**src/rtl/operand_debouncer_if.sv**
```systemverilog
// Switch-side bundle for the operand debouncer: raw slide-switch bits in,
// debounced operands plus change/tick strobes out.
interface operand_debouncer_if;
    logic [3:0] raw_a;
    logic [3:0] raw_b;
    logic       raw_c0;
    logic [3:0] a_stable;
    logic [3:0] b_stable;
    logic       c0_stable;
    logic       changed;
    logic       tick;

    modport master (
        output raw_a, raw_b, raw_c0,
        input  a_stable, b_stable, c0_stable, changed, tick
    );

    modport slave (
        input  raw_a, raw_b, raw_c0,
        output a_stable, b_stable, c0_stable, changed, tick
    );
endinterface

```
**src/rtl/operand_debouncer.sv**
```systemverilog
// Synchronises and debounces the 9 adder-lab switch bits, sampling on a slow
// prescaler tick and pulsing 'changed' whenever a debounced bit flips.
module operand_debouncer #(
    parameter int TICK_BITS    = 15,
    parameter int STABLE_COUNT = 4,
    parameter int CNT_W        = 4
) (
    input logic clk,
    input logic clr,
    operand_debouncer_if.slave bus
);
    localparam int N = 9;
    localparam logic [0:0] ST_IDLE    = 1'b0;
    localparam logic [0:0] ST_PENDING = 1'b1;
    localparam logic [CNT_W-1:0] LAST_CNT = CNT_W'(STABLE_COUNT - 1);

    logic [N-1:0]         raw_vec;
    logic [N-1:0]         sync_meta;
    logic [N-1:0]         sync_vec;
    logic [N-1:0]         stable_q;
    logic [N-1:0]         stable_d;
    logic [N-1:0]         state_q;
    logic [N-1:0]         state_d;
    logic [CNT_W-1:0]     cnt_q [N];
    logic [CNT_W-1:0]     cnt_d [N];
    logic [TICK_BITS-1:0] presc_q;
    logic                 tick;
    logic                 changed_q;

    assign raw_vec = {bus.raw_c0, bus.raw_b, bus.raw_a};
    assign tick    = (presc_q == '1);

    // Each bit runs its own IDLE/PENDING machine; nothing moves between ticks.
    always_comb begin
        stable_d = stable_q;
        state_d  = state_q;
        cnt_d    = cnt_q;
        if (tick) begin
            for (int i = 0; i < N; i++) begin
                case (state_q[i])
                    ST_IDLE: begin
                        if (sync_vec[i] != stable_q[i]) begin
                            if (STABLE_COUNT == 1) begin
                                stable_d[i] = sync_vec[i];
                            end else begin
                                state_d[i] = ST_PENDING;
                                cnt_d[i]   = CNT_W'(1);
                            end
                        end
                    end
                    default: begin
                        if (sync_vec[i] == stable_q[i]) begin
                            state_d[i] = ST_IDLE;
                            cnt_d[i]   = '0;
                        end else if (cnt_q[i] == LAST_CNT) begin
                            stable_d[i] = sync_vec[i];
                            state_d[i]  = ST_IDLE;
                            cnt_d[i]    = '0;
                        end else begin
                            cnt_d[i] = cnt_q[i] + CNT_W'(1);
                        end
                    end
                endcase
            end
        end
    end

    always_ff @(posedge clk) begin
        if (!clr) begin
            sync_meta <= '0;
            sync_vec  <= '0;
            presc_q   <= '0;
            stable_q  <= '0;
            state_q   <= {N{ST_IDLE}};
            changed_q <= 1'b0;
            for (int i = 0; i < N; i++) begin
                cnt_q[i] <= '0;
            end
        end else begin
            sync_meta <= raw_vec;
            sync_vec  <= sync_meta;
            presc_q   <= presc_q + TICK_BITS'(1);
            stable_q  <= stable_d;
            state_q   <= state_d;
            changed_q <= |(stable_d ^ stable_q);
            for (int i = 0; i < N; i++) begin
                cnt_q[i] <= cnt_d[i];
            end
        end
    end

    assign bus.a_stable  = stable_q[3:0];
    assign bus.b_stable  = stable_q[7:4];
    assign bus.c0_stable = stable_q[8];
    assign bus.changed   = changed_q;
    assign bus.tick      = tick;
endmodule

```
**src/flat_wrapper.sv**
```systemverilog
// flat-port wrapper written by rule: the top's interface ports become plain ports
module operand_debouncer_flat 
#(
    parameter int TICK_BITS    = 15,
    parameter int STABLE_COUNT = 4,
    parameter int CNT_W        = 4
)
  (clk, clr, bus_raw_a, bus_raw_b, bus_raw_c0, bus_a_stable, bus_b_stable, bus_c0_stable, bus_changed, bus_tick);
  operand_debouncer_if bus_i ();
  input logic clk;
  input logic clr;
  input wire logic [$bits(bus_i.raw_a)-1:0] bus_raw_a;
  input wire logic [$bits(bus_i.raw_b)-1:0] bus_raw_b;
  input wire logic [$bits(bus_i.raw_c0)-1:0] bus_raw_c0;
  output wire logic [$bits(bus_i.a_stable)-1:0] bus_a_stable;
  output wire logic [$bits(bus_i.b_stable)-1:0] bus_b_stable;
  output wire logic [$bits(bus_i.c0_stable)-1:0] bus_c0_stable;
  output wire logic [$bits(bus_i.changed)-1:0] bus_changed;
  output wire logic [$bits(bus_i.tick)-1:0] bus_tick;
  assign bus_i.raw_a = bus_raw_a;
  assign bus_i.raw_b = bus_raw_b;
  assign bus_i.raw_c0 = bus_raw_c0;
  assign bus_a_stable = bus_i.a_stable;
  assign bus_b_stable = bus_i.b_stable;
  assign bus_c0_stable = bus_i.c0_stable;
  assign bus_changed = bus_i.changed;
  assign bus_tick = bus_i.tick;
  operand_debouncer #(.TICK_BITS(TICK_BITS), .STABLE_COUNT(STABLE_COUNT), .CNT_W(CNT_W)) u_core (.clk(clk), .clr(clr), .bus(bus_i));
endmodule
```
**config.mk**
```make
export PLATFORM = sky130hd
export DESIGN_NAME = operand_debouncer_flat
export DESIGN_NICKNAME = d
export VERILOG_FILES = /design/src/rtl/operand_debouncer_if.sv /design/src/rtl/operand_debouncer.sv /design/src/flat_wrapper.sv
export SDC_FILE = /design/constraint.sdc
export NUM_CORES = 1
export LEC_CHECK = 0
export CORE_MARGIN = 2
export CORE_UTILIZATION = 30
export DETAILED_ROUTE_END_ITERATION = 7
export HOLD_SLACK_MARGIN = 0.02
export PLACE_DENSITY = 0.42
export SETUP_SLACK_MARGIN = 0.5
export SYNTH_ARGS = -nofsm -noshare
export SYNTH_HDL_FRONTEND = slang
export SYNTH_SLANG_ARGS = --single-unit
```
**constraint.sdc**
```tcl
create_clock -name clk -period 3.7 [get_ports clk]
set_input_delay 0.74 -clock clk [delete_from_list [all_inputs] [get_ports clk]]
set_output_delay 0.74 -clock clk [all_outputs]
set_load 0.02 [all_outputs]
```
# Word-level counts from Yosys, hierarchy flattened
# Cells that the tools add are included.
# totals
ff_bits	88
inputBits	11
out_inout_bits	11
# op_classes
addsub	10
n_eq_ne	28
muxes	100
n_bitwise	1
reduce_logical	19
# op_table
cell	count
4-bit 2-to-1 mux	36
1-bit 2-to-1 mux	63
4-bit by 1-bit adder with 4-bit output, second input constant	9
4-bit by 2-bit == test with 1-bit output, second input constant	9
2-bit AND reduction	9
2-bit nonzero test	9
15-bit by 1-bit adder with 15-bit output, second input constant	1
15-bit == test, second input constant	1
1-bit == test	9
9-bit 2-to-1 mux	1
1-bit != test	9
9-bit OR reduction	1
9-bit XOR	1

# Longest topological paths before layout
# Gate-level depths: netlist of run 1.
# logic_depth
word_depth	7
depth_mapped	8

# Least setup slack after synthesis of run 1
# No wires, ideal clock.
# synth_timing
path_type	register to output
startpoint	register u_core.presc_q[0]
endpoint	output port bus_tick
arrival_ns	1.585
t_required_ns	2.960
path_slack_ns	1.375
path_stages_with_launch	7
cell_sequence	dfxtp_1 -> ha_1 -> nand4_1 -> or4_1 -> buf_2 -> clkinv_1 -> buf_2
# synth_via
elab_chain_len	1
# synth_lines
element	line	source
start: declaration	operand_debouncer.sv:26	logic [TICK_BITS-1:0] presc_q;
start signal: assignment	operand_debouncer.sv:82	presc_q <= presc_q + TICK_BITS'(1);
15-bit == test	operand_debouncer.sv:31	assign tick = (presc_q == '1);
end: declaration	flat_wrapper.sv:19	output wire logic [$bits(bus_i.tick)-1:0] bus_tick;
# No other way between the ends.

# Final worst setup path of run 1
# layout_timing
startpoint	register u_core.presc_q[1]
endpoint	output port bus_tick
# Same word-level chain as after synthesis.

==> impl_metrics.tcl, run 1 <==
set metrics [dict create \
    cts_max_path_buffers 2 \
    drt-initial-drc-count 201 \
    nets 497 \
    synth.mux.area_fraction 0 \
    dr.pass1.iters 4 \
    die_x_um 120 \
    ys.flop_type "dfxtp_1" \
    cp-end-kind "output port" \
    holdBufCountCts 0 \
    async_flop_share 0 \
    synthesis.instances 462 \
    worst_pin_slew_ns 0.608 \
    fin_crit_sh 0.838 \
    synth_seq_cells 88 \
    total_power_mw 2.06 \
    slew_headroom 0.591 \
    cp_max_fo 6 \
    antenna_left 0 \
    drc_errors 0 \
    hold_path_class "register to register" \
    hold_end "u_core.sync_vec[1]" \
    hold_path_startpoint "u_core.sync_meta[1]" \
    hpwl_um 5870 \
    irDropWorstVdd_v 0.000174 \
    drive_above_1_share 0.0665 \
    reg2reg_to "u_core.cnt_q[22]" \
    setup_slack_ns 0.598 \
    syn-num-nets 483 \
    r2r_slack_ns 1.12 \
    status "finished clean" \
    tns_ns 0 \
    viasPerCell 5.16 \
    reg2reg_depth 7 \
    synth_simple_gate_area_frac 0.283 \
    clock-sinks 88 \
    dp_slack_ns 0.874 \
    boundaryPins 22 \
    synth_edf_count 0 \
    synthAdderAreaFrac 0.0313 \
    core_area_mm2 0.0131 \
    post-cts-setup-buffer-count 0 \
    cp-start-kind "register" \
    final_util 0.359 \
    dieArea_mm2 0.0143 \
    fin_crit_ns 3.10 \
    syn_to_final_growth_pct 17.8 \
    seq_area_frac_synth 0.440 \
    synthXorXnorAreaFrac 0.0525 \
    avgSynthCellArea_um2 8.67 \
    max_cap_viol_count 0 \
    synth-compound-area-share 0.159 \
    clk_latency_ns 0.34 \
    yosysUniqueCellTypes 42 \
    nFillCells 1384 \
    synth_top_family_by_area "simple AND/OR/NAND/NOR gates" \
    clock_skew_ns 0.00561 \
    gp_congestion 0.755 \
    n_antenna_cell 0 \
    fmax_mhz 322 \
    multi_input_area_mm2 0.00211 \
    grt_setup_unrepaired "false" \
    regArea_mm2 0.00176 \
    die_h_um 120 \
    vias 3391 \
    start_util 0.305 \
    hold_viol 0 \
    leakagePower_nw 1.54 \
    slew_viol_final 0 \
    worstPathArrival_ns 2.36 \
    antenna_found_initial 0 \
    portBuffers 21 \
    clk_pin_slew_ns 0.06 \
    cts_buffers 9 \
    ys.warnings.count 0 \
    crit_type "register to output port" \
    wl_per_cell_um 13.9 \
    r2r_start "u_core.presc_q[1]" \
    grt_pass1_vias 3185 \
    syn_area_mm2 0.00400 \
    cts_tree "yes" \
    grt_pass1_wl_um 15900 \
    htreeDepth 3 \
    rows 42 \
    grt_overflow 0 \
    setup-violations-final 0 \
    power_density_mw_per_mm2 437 \
    grt_start_max_net_pins 54 \
    cp.required_ns 2.96 \
    min_path_cells 1 \
    grt_use_total 0.138 \
    final_cells 657 \
    routed_wl_um 9150 \
    dp_cells 641 \
    cts_root_buf "clkbuf_16" \
]
==> state kept, by name, summed over array words and instances (netlist names) <==
name	cells
u_core.stable_q	9
u_core.bus.changed	1
u_core.cnt_q	36
u_core.state_q	9
u_core.sync_vec	9
u_core.presc_q	15
u_core.sync_meta	9
==> what timing repair did <==
item | CTS | global route
gates cloned | 0 | 0
endpoints found under the hold margin | 0 | 0
resized for setup | 1 | 1
endpoints found under the setup margin | 1 | 1
==> power breakdown <==
| group | internal [mW] | switching (mW) | leakage [nW] |
|---|---|---|---|
| combinational | 0.0227 | 0.0337 | 0.666 |
| clock | 0.658 | 0.379 | 0.162 |
| sequential | 0.959 | 0.00853 | 0.713 |
==> through the flow <==
step / hold slack [ns] / area, µm²
after detailed placement: 0.420 / 4380
after floorplan: 0.412 / 4000
after global placement: 0.416 / 4380
after global routing: 0.445 / 4720
final: 0.431 / 4720
after CTS: 0.435 / 4720
==> critical path: stages (launching register included) <==
cell	delay [ns]
dfxtp_1	0.41
ha_2	0.28
nand4_1	0.10
or4_1	0.52
clkinv_1	0.10
clkdlybuf4s50_1	0.60
==> per-layer routing <==
metal  part of all wire  track usage  vias up
met5                  0            0        -
met4              0.023       0.0713        0
met3              0.028       0.0280       11
met2               0.44        0.206       49
met1               0.51        0.190     1599
li1                   -            -     1732
==> cell usage after synthesis, drive strengths merged (3+ instances only) <==
cell / number / area share
dfxtp: 88 / 0.44
nand3: 58 / 0.073
a21oi: 32 / 0.040
and2: 27 / 0.042
nand2: 26 / 0.024
o21ai: 25 / 0.031
nor2: 24 / 0.023
nand4: 19 / 0.031
clkbuf: 18 / 0.017
xor2: 15 / 0.033
nor3: 14 / 0.018
ha: 10 / 0.031
inv: 9 / 0.0084
o211ai: 9 / 0.017
xnor2: 9 / 0.020
a31oi: 7 / 0.011
o31ai: 7 / 0.013
buf: 6 / 0.0075
nor3b: 6 / 0.011
a311oi: 5 / 0.011
o311ai: 5 / 0.011
or4b: 5 / 0.013
or4: 4 / 0.0075
a211oi: 3 / 0.0056
nor4: 3 / 0.0047
nor4b: 3 / 0.0066
nor4bb: 3 / 0.0075
or3: 3 / 0.0047
==> worst max path at each step <==
stage | start | to | slack (ns) | depth (start not counted)
after CTS | u_core.presc_q[0] | bus_tick | 0.55 | 5
final | u_core.presc_q[1] | bus_tick | 0.60 | 5
after global routing | u_core.presc_q[1] | bus_tick | 0.52 | 5
after global placement | u_core.presc_q[0] | bus_tick | 0.91 | 5
after floorplan | u_core.presc_q[0] | bus_tick | 1.37 | 6
after detailed placement | u_core.presc_q[0] | bus_tick | 0.87 | 5
==> area by class of cell <==
cell class / count / share of cell area
repair buffers: 27 / 0.0531
inverters: 10 / 0.00796
clock inverters: 6 / 0.0228
multi-input cells: 340 / 0.447
flip-flops and latches: 88 / 0.374
clock buffers: 10 / 0.0485
well taps: 176 / 0.0467
==> layout by cell type, fill, tap and decap left out, drive strengths merged, types with 3 or more instances in the layout <==
cell type,synthesis,layout
dfxtp,88,88
nand3,58,58
a21oi,32,32
and2,27,27
nand2,26,26
o21ai,25,25
nor2,24,24
clkdlybuf4s50,0,20
nand4,19,19
xor2,15,15
nor3,14,14
ha,10,10
clkbuf,18,10
inv,9,9
xnor2,9,9
o211ai,9,9
o31ai,7,7
a31oi,7,7
buf,6,7
nor3b,6,6
o311ai,5,5
or4b,5,5
a311oi,5,5
or4,4,4
or3,3,3
nor4,3,3
a211oi,3,3
nor4bb,3,3
nor4b,3,3
bufinv,0,3
clkinv,1,3
==> logic make-up after synthesis <==
kind of cell / after synthesis
AO/OA/AOI/OAI: 103
XOR/XNOR: 24
flip-flops: 88
adder cells (fa/ha/maj): 10
buffers and inverters: 34
AND/OR/NAND/NOR: 203
Note: power is estimated with default switching activity, not from simulation.
==> inputs of run 2 (changes only) <==
Settings changed: PLACE_DENSITY 0.42 to 0.43.
Clock period 3.7 ns to 2.6 ns, I/O delays scaled along.
==> impl_metrics.tcl, run 2 (synthesized netlist as in run 1, its figures left out) <==
set metrics [dict create \
    cp-start-kind "register" \
    leakagePower_nw 1.69 \
    clock_skew_ns 0.00734 \
    hpwl_um 5800 \
    hold_path_class "register to register" \
    cts_buffers 9 \
    clk_latency_ns 0.34 \
    setup_slack_ns 0.422 \
    grt_setup_unrepaired "true" \
    largest_reg_flops 36 \
    slew_viol_final 0 \
    r2r_start "u_core.presc_q[4]" \
    reg2reg_depth 6 \
    hold_end "u_core.sync_vec[6]" \
    boundaryPins 22 \
    wl_met2_um 4600 \
    topRoutingLayerUsed "met4" \
    drive_above_1_share 0.132 \
    n_antenna_cell 0 \
    die_h_um 120 \
    grt_pass1_wl_um 16100 \
    grt_pass1_vias 3351 \
    dieArea_mm2 0.0143 \
    power_density_mw_per_mm2 571 \
    htreeDepth 3 \
    core_area_mm2 0.0131 \
    dr.pass1.iters 5 \
    layout_common_cells "dfxtp_1, nand3_1, a21oi_1" \
    worstPathArrival_ns 1.66 \
    drc_errors 0 \
    critical_path.max_stage_delay_ns 0.60 \
    fin_crit_ns 2.18 \
    holdBufCountCts 0 \
    largest_register "u_core.cnt_q" \
    slew_headroom 0.528 \
    clk_pin_slew_ns 0.06 \
    antenna_left 0 \
    total_power_mw 2.83 \
    largestRegisters "u_core.cnt_q x36, u_core.presc_q x15" \
    routed_wl_um 10000 \
    cts_root_buf "clkbuf_16" \
    max_cap_viol_count 0 \
    crit_chain "nand4_4 -> or4_4 -> inv_4 -> buf_4" \
    vias 3501 \
    worst_pin_slew_ns 0.698 \
    fin_crit_sh 0.838 \
    grt_overflow 0 \
    nets 515 \
    viasPerCell 5.19 \
    met1_length_um 4970 \
    crit_type "register to output port" \
    r2r_slack_ns 0.49 \
    final_common_cell "dfxtp_1" \
    status "finished clean" \
    cp-end-kind "output port" \
    met3_length_um 329 \
    hold_path_startpoint "u_core.sync_meta[6]" \
    grt_use_total 0.140 \
    grt_start_max_net_pins 54 \
    fmax_mhz 459 \
    rows 42 \
    portBuffers 21 \
    cp_slowest_cell "or4_4" \
    dp_slack_ns 0.110 \
    antenna_found_initial 0 \
    drt-initial-drc-count 242 \
    reg2reg_to "u_core.cnt_q[22]" \
    setup-violations-final 0 \
    clock-sinks 88 \
    gp_congestion 0.766 \
    irDropWorstVdd_v 0.000261 \
    wl_per_cell_um 14.9 \
    cp_max_fo 5 \
    cts_tree "yes" \
    cts_max_path_buffers 2 \
    die_x_um 120 \
    start_util 0.305 \
    tns_ns 0 \
    hold_viol 0 \
    min_path_cells 1 \
    cp.required_ns 2.08 \
    syn_to_final_growth_pct 23.9 \
]
-- run 2: worst max-delay path by stage --
| stage | start | cells past startpoint | to | slack [ns] |
|---|---|---|---|---|
| floorplan | u_core.presc_q[0] | 6 | bus_tick | 0.54 |
| global placement | u_core.presc_q[4] | 4 | bus_tick | 0.19 |
| detailed placement | u_core.presc_q[4] | 6 | u_core.cnt_q[30] | 0.11 |
| CTS | u_core.presc_q[5] | 4 | bus_tick | 0.41 |
| global route | u_core.presc_q[0] | 7 | u_core.cnt_q[14] | 0.36 |
| finish | u_core.presc_q[4] | 4 | bus_tick | 0.42 |
-- run 2: final cells by class --
class                      count  area, µm²
inverter                      10       40.0
tap                          176        220
fill                        1354       8180
multi-input combinational    340       2140
timing repair buffer          45        467
clock inverter                 2       35.0
sequential                    88       1780
clock buffer                  14        284
-- run 2: layer usage --
metal / GRT usage / up-vias
met5: 0 / -
met4: 0.0493 / 0
met3: 0.0404 / 10
met2: 0.221 / 45
met1: 0.182 / 1669
li1: - / 1777
-- run 2: report_power, final --
part	leakage (nW)	internal, mW	switching [mW]
registers	0.718	1.36	0.00905
clock network	0.159	0.848	0.518
logic	0.813	0.0397	0.0553
total	1.69	2.25	0.583
-- run 2: worst max-delay path: cells and delay by family, from the launching register on --
family | cells | cell delay (ns)
AND/OR/NAND/NOR | 2 | 0.71
flip-flops | 1 | 0.37
buffers and inverters | 2 | 0.24
-- run 2: repair_timing --
| item | CTS | global route |
|---|---|---|
| cloned | 0 | 3 |
| endpoints found under the setup margin | 54 | 14 |
| gates resized for setup | 16 | 19 |
| buffers inserted | 0 | 9 |
| pin swaps | 0 | 5 |
-- run 2: per-stage QoR --
| stage | hold WS (ns) | area [µm²] | cells | utilization |
|---|---|---|---|---|
| global route | 0.436 | 4960 | 675 | 0.378 |
| detailed placement | 0.417 | 4420 | 647 | 0.337 |
| finish | 0.428 | 4960 | 675 | 0.378 |
| global placement | 0.415 | 4420 | 647 | 0.337 |
| floorplan | 0.412 | 4010 | 462 | - |
| CTS | 0.431 | 4770 | 663 | 0.363 |
==> inputs of run 3 (changes only) <==
Clock period 2.6 ns to 1.85 ns, I/O delays scaled along.
==> impl_metrics.tcl, run 3 (synthesized netlist as in run 1, its figures left out) <==
set metrics [dict create \
    grt_setup_unrepaired "true" \
    crit_chain "ha_4 -> nand4_1 -> or4_4 -> clkinv_4 -> buf_6" \
    use_met3 0.0499 \
    cp-end-kind "output port" \
    dp_slack_ns -0.330 \
    grt_overflow 0 \
    crit_type "register to output port" \
    largest_register "u_core.cnt_q" \
    drt-initial-drc-count 245 \
    crit_buf_inv 2 \
    core_area_mm2 0.0131 \
    reg2reg_to "u_core.cnt_q[19]" \
    reg2reg_depth 6 \
    fmax_mhz 493 \
    cp_max_fo 3 \
    wl_per_cell_um 16.0 \
    cp-startpoint "u_core.presc_q[0]" \
    max_cap_viol_count 0 \
    boundaryPins 22 \
    slew_viol_final 0 \
    nets 549 \
    clock_skew_ns 0.00462 \
    dieArea_mm2 0.0143 \
    gp_congestion 0.777 \
    dr.pass1.iters 4 \
    setup-violations-final 42 \
    hpwl_um 6150 \
    cp_top_family "simple AND/OR/NAND/NOR gates" \
    layout_common_cells "dfxtp_1, nand3_1, buf_4" \
    antenna_left 0 \
    viasPerCell 5.17 \
    cts_tree "yes" \
    grt_pass1_vias 3497 \
    vias 3661 \
    drc_errors 0 \
    dp_cells 669 \
    rows 42 \
    n_antenna_cell 0 \
    clk_pin_slew_ns 0.06 \
    endpoint "bus_tick" \
    grt_pass1_wl_um 17300 \
    power_density_mw_per_mm2 713 \
    fin_crit_sh 1.10 \
    antenna_found_initial 0 \
    fin_crit_ns 2.03 \
    holdBufCountCts 0 \
    critical_path.max_stage_delay_ns 0.54 \
    min_path_cells 1 \
    met2_usage 0.244 \
    cts_max_path_buffers 2 \
    start_util 0.305 \
    final_cells 708 \
    r2r_slack_ns -0.14 \
    die_x_um 120 \
    portBuffers 21 \
    r2r_start "u_core.presc_q[0]" \
    slew_headroom 0.654 \
    clk_latency_ns 0.34 \
    irDropWorstVdd_v 0.000544 \
    violations "setup timing" \
    setup_slack_ns -0.180 \
    cp.required_ns 1.48 \
    grt_start_max_net_pins 58 \
    worst_pin_slew_ns 0.512 \
    worstPathArrival_ns 1.66 \
    cp.depth 5 \
    busiest_layer "met2" \
    largest_reg_flops 36 \
    die_h_um 120 \
    cts_root_buf "clkbuf_16" \
    cts_buffers 9 \
    largestRegisters "u_core.cnt_q x36, u_core.presc_q x15" \
    syn_to_final_growth_pct 42.2 \
    leakagePower_nw 2.00 \
    met1_usage 0.195 \
    tns_ns -2.33 \
    htreeDepth 3 \
    status "finished with violations" \
    cp_slowest_cell "or4_4" \
    grt_use_total 0.153 \
    clock-sinks 88 \
    cp-start-kind "register" \
    final_common_cell "dfxtp_1" \
    routed_wl_um 11300 \
    hold_viol 0 \
    drive_above_1_share 0.280 \
    hold_path_class "register to register" \
]
==> run 3: per-layer routing <==
layer / vias to the layer above / routed length, µm
li1: 1851 / -
met1: 1747 / 5660
met2: 53 / 5180
met3: 10 / 327
met4: 0 / 174
met5: - / 0
==> run 3: worst min-delay path by stage <==
stage               slack [ns]                 end           startpoint
floorplan                 0.41  u_core.sync_vec[0]  u_core.sync_meta[0]
global placement          0.41  u_core.sync_vec[2]  u_core.sync_meta[2]
detailed placement        0.42  u_core.sync_vec[0]  u_core.sync_meta[0]
CTS                       0.44  u_core.sync_vec[0]  u_core.sync_meta[0]
global route              0.44  u_core.sync_vec[3]  u_core.sync_meta[3]
finish                    0.43  u_core.sync_vec[2]  u_core.sync_meta[2]
==> run 3: area by class of cell <==
cell class / instances / area [µm²]
clock inverter: 3 / 65.1
sequential: 88 / 1790
multi-input combinational: 340 / 2430
timing repair buffer: 79 / 890
inverter: 10 / 42.5
fill: 1291 / 7440
clock buffer: 12 / 256
tap: 176 / 220
==> run 3: through the flow <==
stage	area, µm²	hold WS [ns]	utilization	total power, mW
after floorplan	4110	0.412	-	2.05
after global placement	4670	0.415	0.355	2.11
after detailed placement	4670	0.420	0.355	2.11
after CTS	5270	0.436	0.401	4.12
after global routing	5690	0.442	0.433	4.21
final	5690	0.432	0.433	4.06
==> run 3: repair_timing <==
item                       CTS  global route
cloned                       4             5
setup endpoints to repair   69            61
pin swaps                   11            33
resized for setup           82            71
setup buffers                7             8
==> run 3: report_power, final <==
group / switching [mW] / internal (mW)
clock network: 0.727 / 1.25
logic: 0.0896 / 0.0627
registers: 0.0153 / 1.92
total: 0.832 / 3.23
